File: config.mk
export PLATFORM = sky130hd
export DESIGN_NAME = flip_invert_sequencer_flat
export DESIGN_NICKNAME = d
export VERILOG_FILES = /design/src/rtl/flip_invert_sequencer_if.sv /design/src/rtl/flip_invert_sequencer.sv /design/src/flat_wrapper.sv
export SDC_FILE = /design/constraint.sdc
export NUM_CORES = 1
export LEC_CHECK = 0
export CAP_MARGIN = 20
export CORE_MARGIN = 2
export CORE_UTILIZATION = 55
export CTS_BUF_LIST = sky130_fd_sc_hd__clkbuf_16
export DETAILED_ROUTE_END_ITERATION = 10
export DONT_BUFFER_PORTS = 1
export PLACE_DENSITY = 0.81
export SETUP_SLACK_MARGIN = 0.2
export SYNTH_ARGS = -nofsm -noshare
export SYNTH_HDL_FRONTEND = slang
export SYNTH_SLANG_ARGS = --single-unit
File: constraint.sdc
create_clock -name clk -period 2.7 [get_ports clk]
set_clock_uncertainty 0.1 [all_clocks]
set_input_delay 0.27 -clock clk [delete_from_list [all_inputs] [get_ports clk]]
set_output_delay 0.27 -clock clk [all_outputs]
set_load 0.02 [all_outputs]
File: src/rtl/flip_invert_sequencer_if.sv
// RAM-side bus of the flip/invert sequencer: two combinational read ports and
// two write ports of the 2R/2W frame RAM.
// master = sequencer, slave = RAM.
interface flip_invert_sequencer_if #(
    parameter int AW = 17,
    parameter int DW = 32
);
    logic [AW-1:0] rd0_addr;
    logic [AW-1:0] rd1_addr;
    logic [DW-1:0] rd0_data;
    logic [DW-1:0] rd1_data;
    logic          wr0_en;
    logic [AW-1:0] wr0_addr;
    logic [DW-1:0] wr0_data;
    logic          wr1_en;
    logic [AW-1:0] wr1_addr;
    logic [DW-1:0] wr1_data;

    modport master (
        output rd0_addr, rd1_addr,
        input  rd0_data, rd1_data,
        output wr0_en, wr0_addr, wr0_data,
        output wr1_en, wr1_addr, wr1_data
    );

    modport slave (
        input  rd0_addr, rd1_addr,
        output rd0_data, rd1_data,
        input  wr0_en, wr0_addr, wr0_data,
        input  wr1_en, wr1_addr, wr1_data
    );
endinterface

File: src/rtl/flip_invert_sequencer.sv
// Flip-horizontal + colour-invert sequencer for a 2R/2W frame RAM.
// Each row is processed as mirrored pixel pairs (left, right): one READ cycle
// latches both pixels, one WRITE cycle stores them swapped and XOR-ed with
// INV_MASK. An odd-width row's middle pixel is written once, through port 0.
// Optional feature: define FLIP_INVERT_CYCLE_COUNT_EN to add a 32-bit
// cycle_count output counting the busy cycles of the last frame.
module flip_invert_sequencer #(
    parameter int            WIDTH    = 320,
    parameter int            HEIGHT   = 240,
    parameter int            AW       = 17,
    parameter int            DW       = 32,
    parameter int            BASE     = 0,
    parameter logic [DW-1:0] INV_MASK = DW'(32'h00FF_FFFF)
) (
    input  logic                    clk,
    input  logic                    reset_n,
    input  logic                    start,
    output logic                    busy,
    output logic                    done,
`ifdef FLIP_INVERT_CYCLE_COUNT_EN
    output logic [31:0]             cycle_count,
`endif
    flip_invert_sequencer_if.master ram
);

    localparam int PAIRS = (WIDTH + 1) / 2;
    localparam int CW    = (PAIRS > 1) ? $clog2(PAIRS) : 1;
    localparam int RW    = (HEIGHT > 1) ? $clog2(HEIGHT) : 1;

    localparam logic [AW-1:0] BASE_A   = AW'(BASE);
    localparam logic [AW-1:0] WIDTH_A  = AW'(WIDTH);
    localparam logic [AW-1:0] WLAST_A  = AW'(WIDTH - 1);
    localparam logic [CW-1:0] COL_LAST = CW'(PAIRS - 1);
    localparam logic [RW-1:0] ROW_LAST = RW'(HEIGHT - 1);

    typedef enum logic [1:0] {
        S_IDLE,
        S_READ,
        S_WRITE,
        S_DONE
    } state_t;

    state_t        state_q, state_d;
    logic [RW-1:0] row_q, row_d;
    logic [CW-1:0] col_q, col_d;
    logic [AW-1:0] row_base_q, row_base_d;
    logic          busy_q, busy_d;
    logic          done_q, done_d;
    logic [AW-1:0] rd0_addr_q, rd0_addr_d;
    logic [AW-1:0] rd1_addr_q, rd1_addr_d;
    logic          wr0_en_q, wr0_en_d;
    logic [AW-1:0] wr0_addr_q, wr0_addr_d;
    logic [DW-1:0] wr0_data_q, wr0_data_d;
    logic          wr1_en_q, wr1_en_d;
    logic [AW-1:0] wr1_addr_q, wr1_addr_d;
    logic [DW-1:0] wr1_data_q, wr1_data_d;

    // The pair collapses onto one pixel only for the middle of an odd row.
    logic          middle;
    logic [AW-1:0] next_row_base;
    assign middle        = (rd0_addr_q == rd1_addr_q);
    assign next_row_base = row_base_q + WIDTH_A;

    // Next-state and registered-output logic; write data is captured straight
    // from the read ports at the end of READ, so the write registers double
    // as the L/R capture registers.
    always_comb begin
        state_d    = state_q;
        row_d      = row_q;
        col_d      = col_q;
        row_base_d = row_base_q;
        busy_d     = busy_q;
        done_d     = 1'b0;
        rd0_addr_d = rd0_addr_q;
        rd1_addr_d = rd1_addr_q;
        wr0_en_d   = 1'b0;
        wr0_addr_d = wr0_addr_q;
        wr0_data_d = wr0_data_q;
        wr1_en_d   = 1'b0;
        wr1_addr_d = wr1_addr_q;
        wr1_data_d = wr1_data_q;
        case (state_q)
            S_IDLE: begin
                busy_d = 1'b0;
                if (start) begin
                    state_d    = S_READ;
                    row_d      = '0;
                    col_d      = '0;
                    row_base_d = BASE_A;
                    rd0_addr_d = BASE_A;
                    rd1_addr_d = BASE_A + WLAST_A;
                    busy_d     = 1'b1;
                end
            end
            S_READ: begin
                state_d    = S_WRITE;
                wr0_en_d   = 1'b1;
                wr0_addr_d = rd0_addr_q;
                wr0_data_d = (middle ? ram.rd0_data : ram.rd1_data) ^ INV_MASK;
                wr1_en_d   = !middle;
                wr1_addr_d = rd1_addr_q;
                wr1_data_d = ram.rd0_data ^ INV_MASK;
            end
            S_WRITE: begin
                if (col_q != COL_LAST) begin
                    state_d    = S_READ;
                    col_d      = col_q + CW'(1);
                    rd0_addr_d = rd0_addr_q + AW'(1);
                    rd1_addr_d = rd1_addr_q - AW'(1);
                end else if (row_q == ROW_LAST) begin
                    state_d = S_DONE;
                    done_d  = 1'b1;
                end else begin
                    state_d    = S_READ;
                    col_d      = '0;
                    row_d      = row_q + RW'(1);
                    row_base_d = next_row_base;
                    rd0_addr_d = next_row_base;
                    rd1_addr_d = next_row_base + WLAST_A;
                end
            end
            S_DONE: begin
                state_d = S_IDLE;
                busy_d  = 1'b0;
            end
            default: state_d = S_IDLE;
        endcase
    end

    // State and output registers; reset abandons any frame in progress.
    always_ff @(posedge clk or negedge reset_n) begin
        if (!reset_n) begin
            state_q    <= S_IDLE;
            row_q      <= '0;
            col_q      <= '0;
            row_base_q <= '0;
            busy_q     <= 1'b0;
            done_q     <= 1'b0;
            rd0_addr_q <= '0;
            rd1_addr_q <= '0;
            wr0_en_q   <= 1'b0;
            wr0_addr_q <= '0;
            wr0_data_q <= '0;
            wr1_en_q   <= 1'b0;
            wr1_addr_q <= '0;
            wr1_data_q <= '0;
        end else begin
            state_q    <= state_d;
            row_q      <= row_d;
            col_q      <= col_d;
            row_base_q <= row_base_d;
            busy_q     <= busy_d;
            done_q     <= done_d;
            rd0_addr_q <= rd0_addr_d;
            rd1_addr_q <= rd1_addr_d;
            wr0_en_q   <= wr0_en_d;
            wr0_addr_q <= wr0_addr_d;
            wr0_data_q <= wr0_data_d;
            wr1_en_q   <= wr1_en_d;
            wr1_addr_q <= wr1_addr_d;
            wr1_data_q <= wr1_data_d;
        end
    end

`ifdef FLIP_INVERT_CYCLE_COUNT_EN
    logic [31:0] cycle_count_q, cycle_count_d;

    // Busy-cycle counter: cleared on accept, frozen once the frame ends.
    always_comb begin
        cycle_count_d = cycle_count_q;
        if (state_q == S_IDLE && start) begin
            cycle_count_d = '0;
        end else if (busy_q) begin
            cycle_count_d = cycle_count_q + 32'd1;
        end
    end

    // Counter register.
    always_ff @(posedge clk or negedge reset_n) begin
        if (!reset_n) begin
            cycle_count_q <= '0;
        end else begin
            cycle_count_q <= cycle_count_d;
        end
    end

    assign cycle_count = cycle_count_q;
`endif

    assign busy         = busy_q;
    assign done         = done_q;
    assign ram.rd0_addr = rd0_addr_q;
    assign ram.rd1_addr = rd1_addr_q;
    assign ram.wr0_en   = wr0_en_q;
    assign ram.wr0_addr = wr0_addr_q;
    assign ram.wr0_data = wr0_data_q;
    assign ram.wr1_en   = wr1_en_q;
    assign ram.wr1_addr = wr1_addr_q;
    assign ram.wr1_data = wr1_data_q;

endmodule

File: src/flat_wrapper.sv
// flat-port wrapper written by rule: the top's interface ports become plain ports
module flip_invert_sequencer_flat 
#(
    parameter int            WIDTH    = 320,
    parameter int            HEIGHT   = 240,
    parameter int            AW       = 17,
    parameter int            DW       = 32,
    parameter int            BASE     = 0,
    parameter logic [DW-1:0] INV_MASK = DW'(32'h00FF_FFFF)
)
  (clk, reset_n, start, busy, done, ram_rd0_addr, ram_rd1_addr, ram_rd0_data, ram_rd1_data, ram_wr0_en, ram_wr0_addr, ram_wr0_data, ram_wr1_en, ram_wr1_addr, ram_wr1_data);
  flip_invert_sequencer_if #(.AW(AW), .DW(DW)) ram_i ();
  input  logic clk;
  input  logic reset_n;
  input  logic start;
  output logic busy;
  output logic done;
  output wire logic [$bits(ram_i.rd0_addr)-1:0] ram_rd0_addr;
  output wire logic [$bits(ram_i.rd1_addr)-1:0] ram_rd1_addr;
  input wire logic [$bits(ram_i.rd0_data)-1:0] ram_rd0_data;
  input wire logic [$bits(ram_i.rd1_data)-1:0] ram_rd1_data;
  output wire logic [$bits(ram_i.wr0_en)-1:0] ram_wr0_en;
  output wire logic [$bits(ram_i.wr0_addr)-1:0] ram_wr0_addr;
  output wire logic [$bits(ram_i.wr0_data)-1:0] ram_wr0_data;
  output wire logic [$bits(ram_i.wr1_en)-1:0] ram_wr1_en;
  output wire logic [$bits(ram_i.wr1_addr)-1:0] ram_wr1_addr;
  output wire logic [$bits(ram_i.wr1_data)-1:0] ram_wr1_data;
  assign ram_rd0_addr = ram_i.rd0_addr;
  assign ram_rd1_addr = ram_i.rd1_addr;
  assign ram_i.rd0_data = ram_rd0_data;
  assign ram_i.rd1_data = ram_rd1_data;
  assign ram_wr0_en = ram_i.wr0_en;
  assign ram_wr0_addr = ram_i.wr0_addr;
  assign ram_wr0_data = ram_i.wr0_data;
  assign ram_wr1_en = ram_i.wr1_en;
  assign ram_wr1_addr = ram_i.wr1_addr;
  assign ram_wr1_data = ram_i.wr1_data;
  flip_invert_sequencer #(.WIDTH(WIDTH), .HEIGHT(HEIGHT), .AW(AW), .DW(DW), .BASE(BASE), .INV_MASK(INV_MASK)) u_core (.clk(clk), .reset_n(reset_n), .start(start), .busy(busy), .done(done), .ram(ram_i));
endmodule
**Word-level counts from Yosys, hierarchy flattened**

Cells that the tools add are included.

- Register bits after elaboration: 171
- Input port bits: 67
- Output and inout port bits: 136
- Word-level logic and storage cells: 67

- Add/sub/neg operators: 6
- Eq/ne operators: 10
- Muxes and demuxes: 29
- Bitwise gates (word level): 2
- Reduce and logical (&&, ||, !) cells: 6

Operators with widths:

| operator | number |
|---|---|
| $mux W17 | 7 |
| $pmux W17 S2 | 3 |
| $not A24 Y24 | 2 |
| $mux W8 | 5 |
| $add A17 B9 Y17 const B | 2 |
| $mux W32 | 1 |
| $pmux W8 S2 | 2 |
| $add A17 B1 Y17 const B | 1 |
| $eq A17 B17 Y1 | 1 |
| $sub A17 B1 Y17 const B | 1 |
| $add A8 B1 Y8 const B | 2 |
| $eq A8 B8 Y1 const B | 1 |
| $ne A8 B8 Y1 const B | 1 |
| $pmux W2 S4 | 1 |
| $mux W1 | 6 |
| $mux W2 | 3 |
| $ne A2 B2 Y1 const B | 3 |
| $eq A2 B2 Y1 const B | 2 |
| $reduce_and A4 Y1 | 1 |
| $reduce_bool A2 Y1 | 2 |
| $ne A3 B2 Y1 const B | 1 |
| $reduce_and A3 Y1 | 1 |
| $eq A2 B1 Y1 const B | 1 |
| $logic_not A2 Y1 | 1 |
| 2 further kinds | 2 |

**Logic depth before layout (Yosys ltp)**

- Depth after elaboration: 5
- Gate-level depth with buffers: 10
- Depth with buffers taken out: 7

**Least setup slack after synthesis**

Ideal clock, no wire load.

- Kind: register to register
- From: register u_core.rd1_addr_q[0] (netlist: u_core.ram.rd1_addr[0])
- To: register u_core.rd1_addr_q[16] (netlist: u_core.ram.rd1_addr[16])
- Setup time: 0.069 ns
- Arrival: 2.291 ns
- Data required time: 2.531 ns
- Path slack: 0.240 ns
- Stages on the path, launching flop included: 10
- Buffers on the path: 2
- Period minus slack after synthesis: 2.460 ns
- Cell sequence: dfrtp_1 -> clkbuf_1 -> inv_1 -> ha_1 -> or3b_1 -> buf_2 -> nor4_1 -> a31oi_1 -> a31o_2 -> nand3_1

- Longest elaborated chain between the ends: 3

RTL lines:

| element | RTL line | source |
|---|---|---|
| from (decl) | flip_invert_sequencer.sv:50 | `logic [AW-1:0] rd1_addr_q, rd1_addr_d;` |
| from (signal assigned) | flip_invert_sequencer.sv:155 | `rd1_addr_q <= rd1_addr_d;` |
| $sub A17 B1 Y17 | flip_invert_sequencer.sv:109 | `rd1_addr_d = rd1_addr_q - AW'(1);` |
| $mux W17 | flip_invert_sequencer.sv:105 | `if (col_q != COL_LAST) begin` |
| $pmux W17 S2 | flip_invert_sequencer.sv:82 | `case (state_q)` |

No other way between the ends.
A chain may end at the register's enable or synchronous reset.

**Worst setup path after layout**

- From: register u_core.rd1_addr_q[9] (netlist: u_core.ram.rd1_addr[9])
- To: register u_core.rd1_addr_q[15] (netlist: u_core.ram.rd1_addr[15])

The elaborated chain is that of the path after synthesis.

==> reports/results.ini <==
[routing]
met3RoutedLength_um = 2541
via_per_inst = 6.489
top_layer_used = met4
drt_first_pass_iters = 8
route.detailed.drc = 0
drtIter0Drc = 747
wl_met2_um = 12070
ant_nets = 0
routed_wirelength_um = 25430
wl_per_cell_um = 22.46
drt-met1-wl_um = 9560
vias = 7345

[sta]
finalSetupViolations = 0
layout_setup_ws_ns = 0.2547
post-route-period-util_pct = 90.57
timing.hold.ws_ns = -0.5576
rsz0062_at_grt = no
worstMarginPinSlew_ns = 0.6063
setup_tns_ns = 0
fmax_ghz = 0.4089
fin_crit_ns = 2.445
slew_headroom_pct = 59.58
hold_viol = 165
finalMaxSlewViolations = 0

[final_layout]
layout.nets = 1006
synthToLayoutAreaGrowth_pct = 20.22
multi_input_area_um2 = 3867
final_cell_mix = dfrtp_1 (165), o21ai_0 (92), dlygate4sd3_1 (63)
final_common_cell = dfrtp_1
drive_gt1_share_pct = 17.83
seq_area_um2 = 4129
fillers = 1045

[floorplan]
pin_count = 203
core_area_um2 = 15030
dieArea_um2 = 16270
start_util_pct = 55.86
dieHeight_um = 127.6
rows = 45
die_width_um = 127.6

[synthesis]
postSynthAreaPerCell_um2 = 9.845
synth_cell_types = 61
syn_nets = 930
synthAdderAreaFrac_pct = 1.490
ys_seq_area_share_pct = 49.17
synth_top_area_cell = dfrtp_1
ys_async_sr_fraction_pct = 100.0
synthFlopType = dfrtp_1
synth_cells = 853
synth.area.mux_share_pct = 8.611
synth-seq-cells = 165
synth_xor_area_share_pct = 3.129
yosys.area_share.simple_pct = 15.52
synth_edf_count = 0
synth_top_family_by_area = compound AO/OA/AOI/OAI gates
yosys_warnings = 0
ys_top_cells_by_area = dfrtp_1 (49%), mux2_2 (5.6%), o21ai_0 (5.5%)
synth_compound_gate_area_share_pct = 17.09
synth_area_um2 = 8398
synth_top_area_share_pct = 49.17

[placed_design]
hpwl_um = 16600
gp_congestion = 0.9261
preCtsSetupSlack_ns = 0.2612
io_buffers = 0

[worst_setup_path]
start_kind = flip-flop
critPathKind = reg2reg
startpoint = u_core.ram.rd1_addr[9]
crit_path_max_fanout = 6
timing.rr.end = u_core.ram.rd1_addr[15]
critPathRequiredTime_ns = 2.97
end_kind = flip-flop
cp.arrival_ns = 2.71
r2r_setup_slack_ns = 0.25
r2r_cells = 5
r2r_start = u_core.ram.rd1_addr[9]

[outcome]
violations = negative hold slack
status = finished, violations left

[clock_tree]
clk_path_buf_depth = 2
cts.sinks = 165
clock_latency_ns = 0.43
clockRootBuffer = clkbuf_16
cts_tree = yes
clk_pin_slew_ns = 0.07
cts_buffers = 17
post-cts-setup-buffer-count = 0
cts_max_level = 4
cts.hold.buffers_added = 63

[worst_hold_path]
hold_class = in2async

[pwr]
powerDensity_nw_per_um2 = 530.6
p_leak_uw = 0.004097
ir_worst_vdd_mv = 0.4156

[flow_run]
cap_violations = 0

[global_routing]
grt_pass1_wl_um = 39270
antenna_found_initial = 2
track_usage_pct = 31.08
grt.overflow.total = 0
grt_max_degree = 166
grt_pass1_vias = 7203

-- flip-flops by register name, summed over array words and instances, names as in the netlist, 11 cells and up --
name / cells
u_core.ram.wr1_addr: 17
u_core.ram.wr1_data: 32
u_core.ram.rd0_addr: 17
u_core.ram.wr0_data: 32
u_core.ram.wr0_addr: 17
u_core.row_base_q: 11
u_core.ram.rd1_addr: 17
-- metal layers --
metal  up-vias  track usage (%)
met5         -                0
met3       112            9.338
li1       3215                -
met4         0            16.87
met2       455            50.08
met1      3563            37.62
-- power breakdown --
group	total (uW)	switching [uW]	internal, uW
Combinational	173	66.7	106
Sequential	2620	103	2520
Clock	2560	1080	1480
Total	5360	1250	4110
-- cell usage after synthesis (12+ instances only) --
cell type	number
dfrtp_1	165
o21ai_0	93
nand3_1	53
nand2_1	47
nor2_1	44
clkbuf_1	42
mux2_2	42
inv_1	40
a21oi_1	32
nor2b_1	26
a31o_2	25
mux2i_1	25
xor2_1	19
nor3_1	16
or3_1	14
a31oi_1	13
a22o_1	12
o31ai_1	12
-- repair_timing --
item,in CTS,in global routing
resized for setup,0,3
endpoints found under the hold margin,231,165
setup endpoints to repair,0,6
-- worst max-delay path, stage by stage (launching register included) --
cell and delay [ns]:
dfrtp_1 0.51, or3_1 0.52, or3_4 0.39, or4_1 0.52, a21oi_1 0.20, a221o_2 0.13
-- worst max path at each step --
stage / endpoint / slack [ns] / cells after the start
2_1_floorplan: u_core.ram.rd1_addr[16] / 0.24 / 9
3_3_place_gp: u_core.ram.rd1_addr[15] / 0.32 / 6
3_5_place_dp: u_core.ram.rd1_addr[15] / 0.26 / 6
4_1_cts: u_core.ram.rd1_addr[15] / 0.25 / 6
5_1_grt: u_core.ram.rd1_addr[15] / 0.20 / 6
6_report: u_core.ram.rd1_addr[15] / 0.25 / 5
-- cell families after synthesis --
family | count (synthesis)
AND/OR/NAND/NOR | 254
AO/OA/AOI/OAI | 225
flip-flops | 165
buffers and inverters | 102
multiplexers | 67
XOR/XNOR | 30
adder cells (fa/ha/maj) | 10
-- layout make-up --
type	count	share of cell area, %
inverter	40	1.487
multi-input combinational	586	38.31
tap	188	2.330
clock buffer	17	4.214
clock inverter	15	1.896
antenna	2	0.04957
sequential	165	40.90
timing repair buffer	119	10.82
-- stage by stage --
step           total power, uW  instances  util [%]  cell area, um^2
2_1_floorplan             2718        853         -             8398
3_3_place_gp              2733       1035     58.77             8835
3_5_place_dp              2741       1035     58.77             8835
4_1_cts                   5354       1130     67.07            10080
5_1_grt                   5490       1132     67.16            10100
6_report                  5356       1132     67.16            10100
Power figures use the tool's default switching activity.
